**config.mk**
```make
export PLATFORM = sky130hd
export DESIGN_NAME = fifo_lookahead_upsizer_flat
export DESIGN_NICKNAME = d
export VERILOG_FILES = /design/src/rtl/fifo_lookahead_upsizer_if.sv /design/src/rtl/fifo_lookahead_upsizer.sv /design/src/flat_wrapper.sv
export SDC_FILE = /design/constraint.sdc
export NUM_CORES = 1
export LEC_CHECK = 0
export BUFFER_PORTS_ARGS = -buffer_cell sky130_fd_sc_hd__buf_2
export CAP_MARGIN = 10
export CORE_MARGIN = 4
export CORE_UTILIZATION = 41
export CTS_CLUSTER_DIAMETER = 120
export DETAILED_ROUTE_END_ITERATION = 16
export HOLD_SLACK_MARGIN = 0.15
export PLACE_DENSITY = 0.7
export RECOVER_POWER = 100
export SKIP_LAST_GASP = 1
export SLEW_MARGIN = 25
export SYNTH_ARGS = -nofsm -noshare
export SYNTH_HDL_FRONTEND = slang
export SYNTH_SLANG_ARGS = --single-unit
```
**constraint.sdc**
```tcl
create_clock -name clk -period 2.05 [get_ports clk]
set_clock_uncertainty 0.2 [all_clocks]
set_input_delay 0.41 -clock clk [delete_from_list [all_inputs] [get_ports clk]]
set_output_delay 0.41 -clock clk [all_outputs]
set_load 0.02 [all_outputs]
```
**src/rtl/fifo_lookahead_upsizer_if.sv**
```systemverilog
// Handshake bundle between the upsizer, its upstream lookahead FIFO read port
// and its downstream FIFO write port.
interface fifo_lookahead_upsizer_if #(
  parameter int DATA_WIDTH = 32,
  parameter int RATIO      = 2
);
  // Upstream lookahead FIFO read side
  logic                        i_empty;
  logic                        i_rd;
  logic [DATA_WIDTH-1:0]       i_data;
  // Control
  logic                        flush;
  logic                        busy;
  // Downstream FIFO write side
  logic                        o_full;
  logic                        o_wr;
  logic [DATA_WIDTH*RATIO-1:0] o_data;
  logic [$clog2(RATIO+1)-1:0]  o_words;

  // The packer itself
  modport slave (
    input  i_empty, i_data, flush, o_full,
    output i_rd, o_wr, o_data, o_words, busy
  );

  // Whatever surrounds the packer (FIFOs, control)
  modport master (
    output i_empty, i_data, flush, o_full,
    input  i_rd, o_wr, o_data, o_words, busy
  );
endinterface

```
**src/rtl/fifo_lookahead_upsizer.sv**
```systemverilog
// Width-upsizing packer: pops a lookahead FIFO, concatenates RATIO words
// (first word in lane 0) and writes the packed word downstream. A flush
// emits a partially filled, zero-padded word together with its lane count.
module fifo_lookahead_upsizer #(
  parameter int DATA_WIDTH = 32,
  parameter int RATIO      = 2
) (
  input  logic                    clk,
  input  logic                    rst,
  fifo_lookahead_upsizer_if.slave bus
);
  localparam int CNT_W     = $clog2(RATIO);
  localparam int WORDS_W   = $clog2(RATIO + 1);
  localparam int WORD_BITS = DATA_WIDTH * RATIO;

  // Pack state
  logic [CNT_W-1:0]     r_count;
  logic                 r_flush_pending;
  // Output register
  logic                 r_out_valid;
  logic [WORD_BITS-1:0] r_out_data;
  logic [WORDS_W-1:0]   r_out_words;

  logic                 w_wr;
  logic                 w_rd;
  logic                 w_out_free;
  logic                 w_last_lane;
  logic                 w_pop_full;
  logic                 w_flush_load;
  logic                 w_clear;
  logic [WORD_BITS-1:0] w_pack_flat;
  logic [WORD_BITS-1:0] w_full_word;

  // Downstream write whenever a word is held and there is room; never in reset.
  assign w_wr        = !rst && r_out_valid && !bus.o_full;
  // Output register can accept a new word at this edge.
  assign w_out_free  = !r_out_valid || w_wr;
  assign w_last_lane = (r_count == CNT_W'(RATIO - 1));
  // Pop while lanes remain, or when the completing pop has somewhere to go.
  // A pending flush freezes the pack so the partial word is well defined.
  assign w_rd        = !rst && !bus.i_empty && !r_flush_pending &&
                       (!w_last_lane || w_out_free);
  assign w_pop_full  = w_rd && w_last_lane;
  // Partial emission: only when something is packed and the output is free.
  assign w_flush_load = r_flush_pending && (r_count != '0) && w_out_free;
  assign w_clear      = w_pop_full || w_flush_load;

  // Completed word: stored lanes plus the word being popped in the top lane.
  assign w_full_word = {bus.i_data, w_pack_flat[WORD_BITS-DATA_WIDTH-1:0]};

  generate
    for (genvar gi = 0; gi < RATIO; gi++) begin : g_lane
      logic [DATA_WIDTH-1:0] r_lane;

      // Capture the popped word into its lane; lanes return to zero whenever
      // the pack is emitted so partial words are zero-padded for free.
      always_ff @(posedge clk) begin
        if (rst || w_clear) begin
          r_lane <= '0;
        end else if (w_rd && (r_count == CNT_W'(gi))) begin
          r_lane <= bus.i_data;
        end
      end

      assign w_pack_flat[gi*DATA_WIDTH +: DATA_WIDTH] = r_lane;
    end
  endgenerate

  // Lane counter, output register and flush bookkeeping.
  always_ff @(posedge clk) begin
    if (rst) begin
      r_count         <= '0;
      r_out_valid     <= 1'b0;
      r_out_data      <= '0;
      r_out_words     <= '0;
      r_flush_pending <= 1'b0;
    end else begin
      if (w_wr) begin
        r_out_valid <= 1'b0;
      end

      if (w_pop_full) begin
        r_out_data  <= w_full_word;
        r_out_words <= WORDS_W'(RATIO);
        r_out_valid <= 1'b1;
        r_count     <= '0;
      end else if (w_flush_load) begin
        r_out_data  <= w_pack_flat;
        r_out_words <= WORDS_W'(r_count);
        r_out_valid <= 1'b1;
        r_count     <= '0;
      end else if (w_rd) begin
        r_count <= r_count + CNT_W'(1);
      end

      // A flush arriving while one is pending is absorbed by the pending one.
      if (r_flush_pending) begin
        if ((r_count == '0) || w_out_free) begin
          r_flush_pending <= 1'b0;
        end
      end else if (bus.flush) begin
        r_flush_pending <= 1'b1;
      end
    end
  end

  assign bus.i_rd    = w_rd;
  assign bus.o_wr    = w_wr;
  assign bus.o_data  = r_out_data;
  assign bus.o_words = r_out_words;
  assign bus.busy    = !rst && ((r_count != '0) || r_out_valid || r_flush_pending);

endmodule

```
**src/flat_wrapper.sv**
```systemverilog
// flat-port wrapper written by rule: the top's interface ports become plain ports
module fifo_lookahead_upsizer_flat 
#(
  parameter int DATA_WIDTH = 32,
  parameter int RATIO      = 2
)
  (clk, rst, bus_i_empty, bus_i_data, bus_flush, bus_o_full, bus_i_rd, bus_o_wr, bus_o_data, bus_o_words, bus_busy);
  fifo_lookahead_upsizer_if #(.DATA_WIDTH(DATA_WIDTH), .RATIO(RATIO)) bus_i ();
  input  logic clk;
  input  logic rst;
  input wire logic [$bits(bus_i.i_empty)-1:0] bus_i_empty;
  input wire logic [$bits(bus_i.i_data)-1:0] bus_i_data;
  input wire logic [$bits(bus_i.flush)-1:0] bus_flush;
  input wire logic [$bits(bus_i.o_full)-1:0] bus_o_full;
  output wire logic [$bits(bus_i.i_rd)-1:0] bus_i_rd;
  output wire logic [$bits(bus_i.o_wr)-1:0] bus_o_wr;
  output wire logic [$bits(bus_i.o_data)-1:0] bus_o_data;
  output wire logic [$bits(bus_i.o_words)-1:0] bus_o_words;
  output wire logic [$bits(bus_i.busy)-1:0] bus_busy;
  assign bus_i.i_empty = bus_i_empty;
  assign bus_i.i_data = bus_i_data;
  assign bus_i.flush = bus_flush;
  assign bus_i.o_full = bus_o_full;
  assign bus_i_rd = bus_i.i_rd;
  assign bus_o_wr = bus_i.o_wr;
  assign bus_o_data = bus_i.o_data;
  assign bus_o_words = bus_i.o_words;
  assign bus_busy = bus_i.busy;
  fifo_lookahead_upsizer #(.DATA_WIDTH(DATA_WIDTH), .RATIO(RATIO)) u_core (.clk(clk), .rst(rst), .bus(bus_i));
endmodule
```
# Yosys cells after proc, flatten, opt, wreduce, memory -nomap -nowiden
# Cells that the tools add are included.
[word_totals]
register_bits = 133
in_bits = 37
out_inout_bits = 69
word_cells = 47
[op_classes]
addsub = 1
muxes = 10
n_bitwise = 1
n_reduce_logical = 27
[ops]
columns = ["op", "n"]
rows = [
  ["$mux 64", 2],
  ["$logic_and 1x1->1", 10],
  ["$logic_or 1x1->1", 7],
  ["$logic_not 1->1", 6],
  ["$mux 1", 6],
  ["$mux 2", 2],
  ["$reduce_bool 3->1", 1],
  ["$reduce_or 3->1", 1],
  ["$reduce_bool 2->1", 1],
  ["$reduce_or 2->1", 1],
  ["$add 1x1->1 const B", 1],
  ["$not 1->1", 1],
]

# Logic depth before layout (Yosys ltp)
[logic_depth]
word_depth = 9
ltp_mapped = 6
depth_no_buf = 3

# Worst setup path after synthesis
# No wires, ideal clock.
[synth_timing]
kind = "register -> output"
start = "register u_core.r_flush_pending"
end = "output port bus_i_rd"
arrival_ns = 1.523
required_time_ns = 1.440
slack_ns = -0.083
path_stages_with_launch = 6
path_buffers = 3
path_cell_list = "dfxtp_1 buf_2 or3_1 buf_2 clkbuf_1 a31oi_1"
[synth_via]
elab_chain_cells = 3
[synth_lines]
columns = ["element", "line_no", "text"]
rows = [
  ["start: declaration", "fifo_lookahead_upsizer.sv:18", "logic r_flush_pending;"],
  ["start signal: assignment", "fifo_lookahead_upsizer.sv:76", "r_flush_pending <= 1'b0;"],
  ["start signal: assignment", "fifo_lookahead_upsizer.sv:99", "r_flush_pending <= 1'b0;"],
  ["start signal: assignment", "fifo_lookahead_upsizer.sv:102", "r_flush_pending <= 1'b1;"],
  ["$logic_not 1->1", "fifo_lookahead_upsizer.sv:41", "assign w_rd = !rst && !bus.i_empty && !r_flush_pending &&"],
  ["$logic_and 1x1->1 (2 in a row)", "fifo_lookahead_upsizer.sv:41", ""],
  ["end: declaration", "flat_wrapper.sv:15", "output wire logic [$bits(bus_i.i_rd)-1:0] bus_i_rd;"],
]
# No other way between the ends.

# Final worst setup path
# Same ends and word-level chain as after synthesis.

==> qor.yml <==
clock_path_buffers: 2
path_cells: "or3_4 > a31oi_4 > buf_6"
p_switching_mw: 1.42
routed_wl_um: 13600
placed_area_sq_um: 5800
required_ns: 1.44
grt_max_degree: 45
track_usage_pct: 19.7
setup_viol: 0
antenna_found_initial: 0
status: "finished clean"
synthAdderAreaFrac_pct: 0
seqPwrFrac_pct: 41.2
yosys.area.top_type_share_pct: 53.2
relSlewSlack_pct: 66.5
die_x_um: 119
fp.dieH_um: 119
routed_via_density: 5.44
areaGrowthSynthToFinish_pct: 31.1
min_period_over_period_pct: 98.5
cts.sinks: 133
synth_compound_area_share_pct: 25.1
synth_nets: 538
io_pins: 106
core.rowCount: 40
start_util_pct: 41.9
clk_pin_slew_ns: 0.05
design_area_sq_um: 6560
postLayoutCoreUtil_pct: 54.9
io_buffers: 105
slew_violations: 0
ant_nets: 0
hold_viol: 0
end_kind: "primary output"
async_flop_share_pct: 0
cts_max_level: 4
drv_cap: 0
clkPwrFrac_pct: 50.8
min_path_type: "in -> reg"
synthXorXnorAreaFrac_pct: 0
hpwlAfterDp_um: 8330
cpLargestDelayFamily: "simple AND/OR/NAND/NOR gates"
diodes: 0
cp.arrival_ns: 1.41
grt_pass1_vias: 4333
tritoncts: "yes"
numCtsBuffers: 17
yosys_warnings: 0
p_int_mw: 5.06
syn_area_sq_um: 5010
grt_pass1_wl_um: 22200
ys_seq_area_share_pct: 53.2
p_sw_share_pct: 21.9
first_pass_iters: 6
dr.first_iter.drc_count: 243
regArea_sq_um: 2660
yosysUniqueCellTypes: 29
synth_top_cell_by_area: "dfxtp_1"
p_leak_nw: 2.42
combPwrFrac_pct: 8.0
timing.fmax_mhz: 495
final_layout_size_suffix_gt1_share_pct: 16.1
p_per_area_nw_per_um2: 987
tightest_slew_ns: 0.502
irDropWorstVdd_v: 0.000484
synth-edff-count: 0
synth_top_flop_cell: "dfxtp_1"
synthSimpleGateAreaFrac_pct: 10.2
vias: 4314
insertion_delay_ns: 0.42
nets: 670
core-area_sq_um: 12000
path_class: "reg -> out"
dieArea_sq_um: 14000
post_synth_inst_count: 501
multiInputGateArea_sq_um: 2030
n_fill_cell: 1080
period_minus_slack_ns: 2.02
slowest_stage: "or3_4"
synthTopCellsByArea: "dfxtp_1, a21oi_1, mux2i_1, o2bb2ai_2, a22o_1"
startpoint_type: "flop"
gp_congestion: 0.782
post-cts-setup-buffers: 0
ys_ff_latch: 133
syn_avg_cell_area_sq_um: 9.99
yosys.cell_count.top_type: "dfxtp_1"
clock-root-buffer: "clkbuf_16"
synth_common_cells: "dfxtp_1, a21oi_1, nand2_1"
rsz0062_at_grt: "true"
cpPeakStageDelay_ns: 0.38
path_max_fanout: 2
path_buf_inv: 1
overflow: 0
synth_top_family_by_area: "compound AO/OA/AOI/OAI gates"
drc: 0
muxShareOfSynthArea_pct: 6.40
wl_per_cell_um: 17.2
==> metrics by stage <==
stage,hold slack [ns],std cells,TNS (ns),worst slack [ns],power [mW]
final,0.213,793,0,0.0314,6.48
after global routing,0.219,793,-0.0144,-0.0144,6.70
after CTS,0.175,793,0,0.000597,6.55
after detailed placement,0.245,727,0,0.00805,3.21
after global placement,0.241,727,0,0.0764,3.20
after floorplan,0.236,501,0,0.0125,3.01
==> cells by family after synthesis <==
family / Yosys count
simple gates: 115
mux: 32
flops: 133
compound gates: 172
buf+inv: 49
==> path summary, 6_finish.rpt <==
| check | start | end | slack (ns) | cells past startpoint |
|---|---|---|---|---|
| setup reg to reg | u_core.r_count | u_core.g_lane[0].r_lane[15] | 0.08 | 5 |
| hold / removal | rst | u_core.r_flush_pending | 0.21 | 3 |
| hold reg to reg | u_core.g_lane[0].r_lane[31] | u_core.g_lane[0].r_lane[31] | 0.25 | 2 |
| setup / recovery | u_core.r_flush_pending | bus_i_rd | 0.03 | 3 |
==> worst reg2reg max path: cells and delay by family, from the launching register on <==
| kind | cells | cell delay [ns] |
|---|---|---|
| AND/OR/NAND/NOR | 2 | 0.73 |
| AO/OA/AOI/OAI | 1 | 0.09 |
| buffers and inverters | 2 | 0.50 |
| flip-flops | 1 | 0.32 |
==> layout make-up <==
cell class / count / area share (%)
clock inverters: 9 / 2.65
well taps: 147 / 2.80
repair buffers: 162 / 15.9
multi-input cells: 319 / 31.0
flip-flops and latches: 133 / 40.6
clock buffers: 23 / 7.13
==> flip-flops by register name, summed over array words and instances (netlist names) <==
signal                  cells
u_core.r_out_valid          1
u_core.bus.o_words          2
u_core.r_count              1
u_core.g_lane.r_lane       64
u_core.r_flush_pending      1
u_core.bus.o_data          64
==> cell usage in the layout, fill, tap and decap left out, drive strengths merged, types with 2 or more instances in the layout <==
cell type    instances
nand2b               2
nand2               67
a21oi               68
dfxtp              133
nand3               32
o2bb2ai             32
or3                  2
o21ai               34
nor3                 3
dlygate4sd3         34
clkinv               4
mux2i               32
nor2                 4
a22o                32
buf                 56
clkbuf              95
bufinv               5
o21a                 2
==> routing by layer <==
layer	GRT usage (%)	vias to the layer above	part of all wire, %	wire, um
met3	6.56	27	5.7	772
met5	0	-	0	0
met2	31.8	138	48	6520
li1	-	2069	-	-
met4	7.10	0	1.9	259
met1	24.6	2080	44	6050
==> timing repair <==
item	in CTS	in global routing
hold endpoints to repair	98	0
endpoints found under the setup margin	1	2
gates resized for setup	2	4
pin swaps	0	1
hold buffers	34	0
==> power groups by stage <==
stage               logic [mW]  registers [mW]  clock network (mW)
global route             0.563            2.67                3.47
CTS                      0.543            2.67                3.34
global placement         0.476            2.72                   0
detailed placement       0.488            2.72                   0
finish                   0.518            2.67                3.29
floorplan                0.275            2.73                   0
No activity file was read; power rests on OpenSTA's default activity.
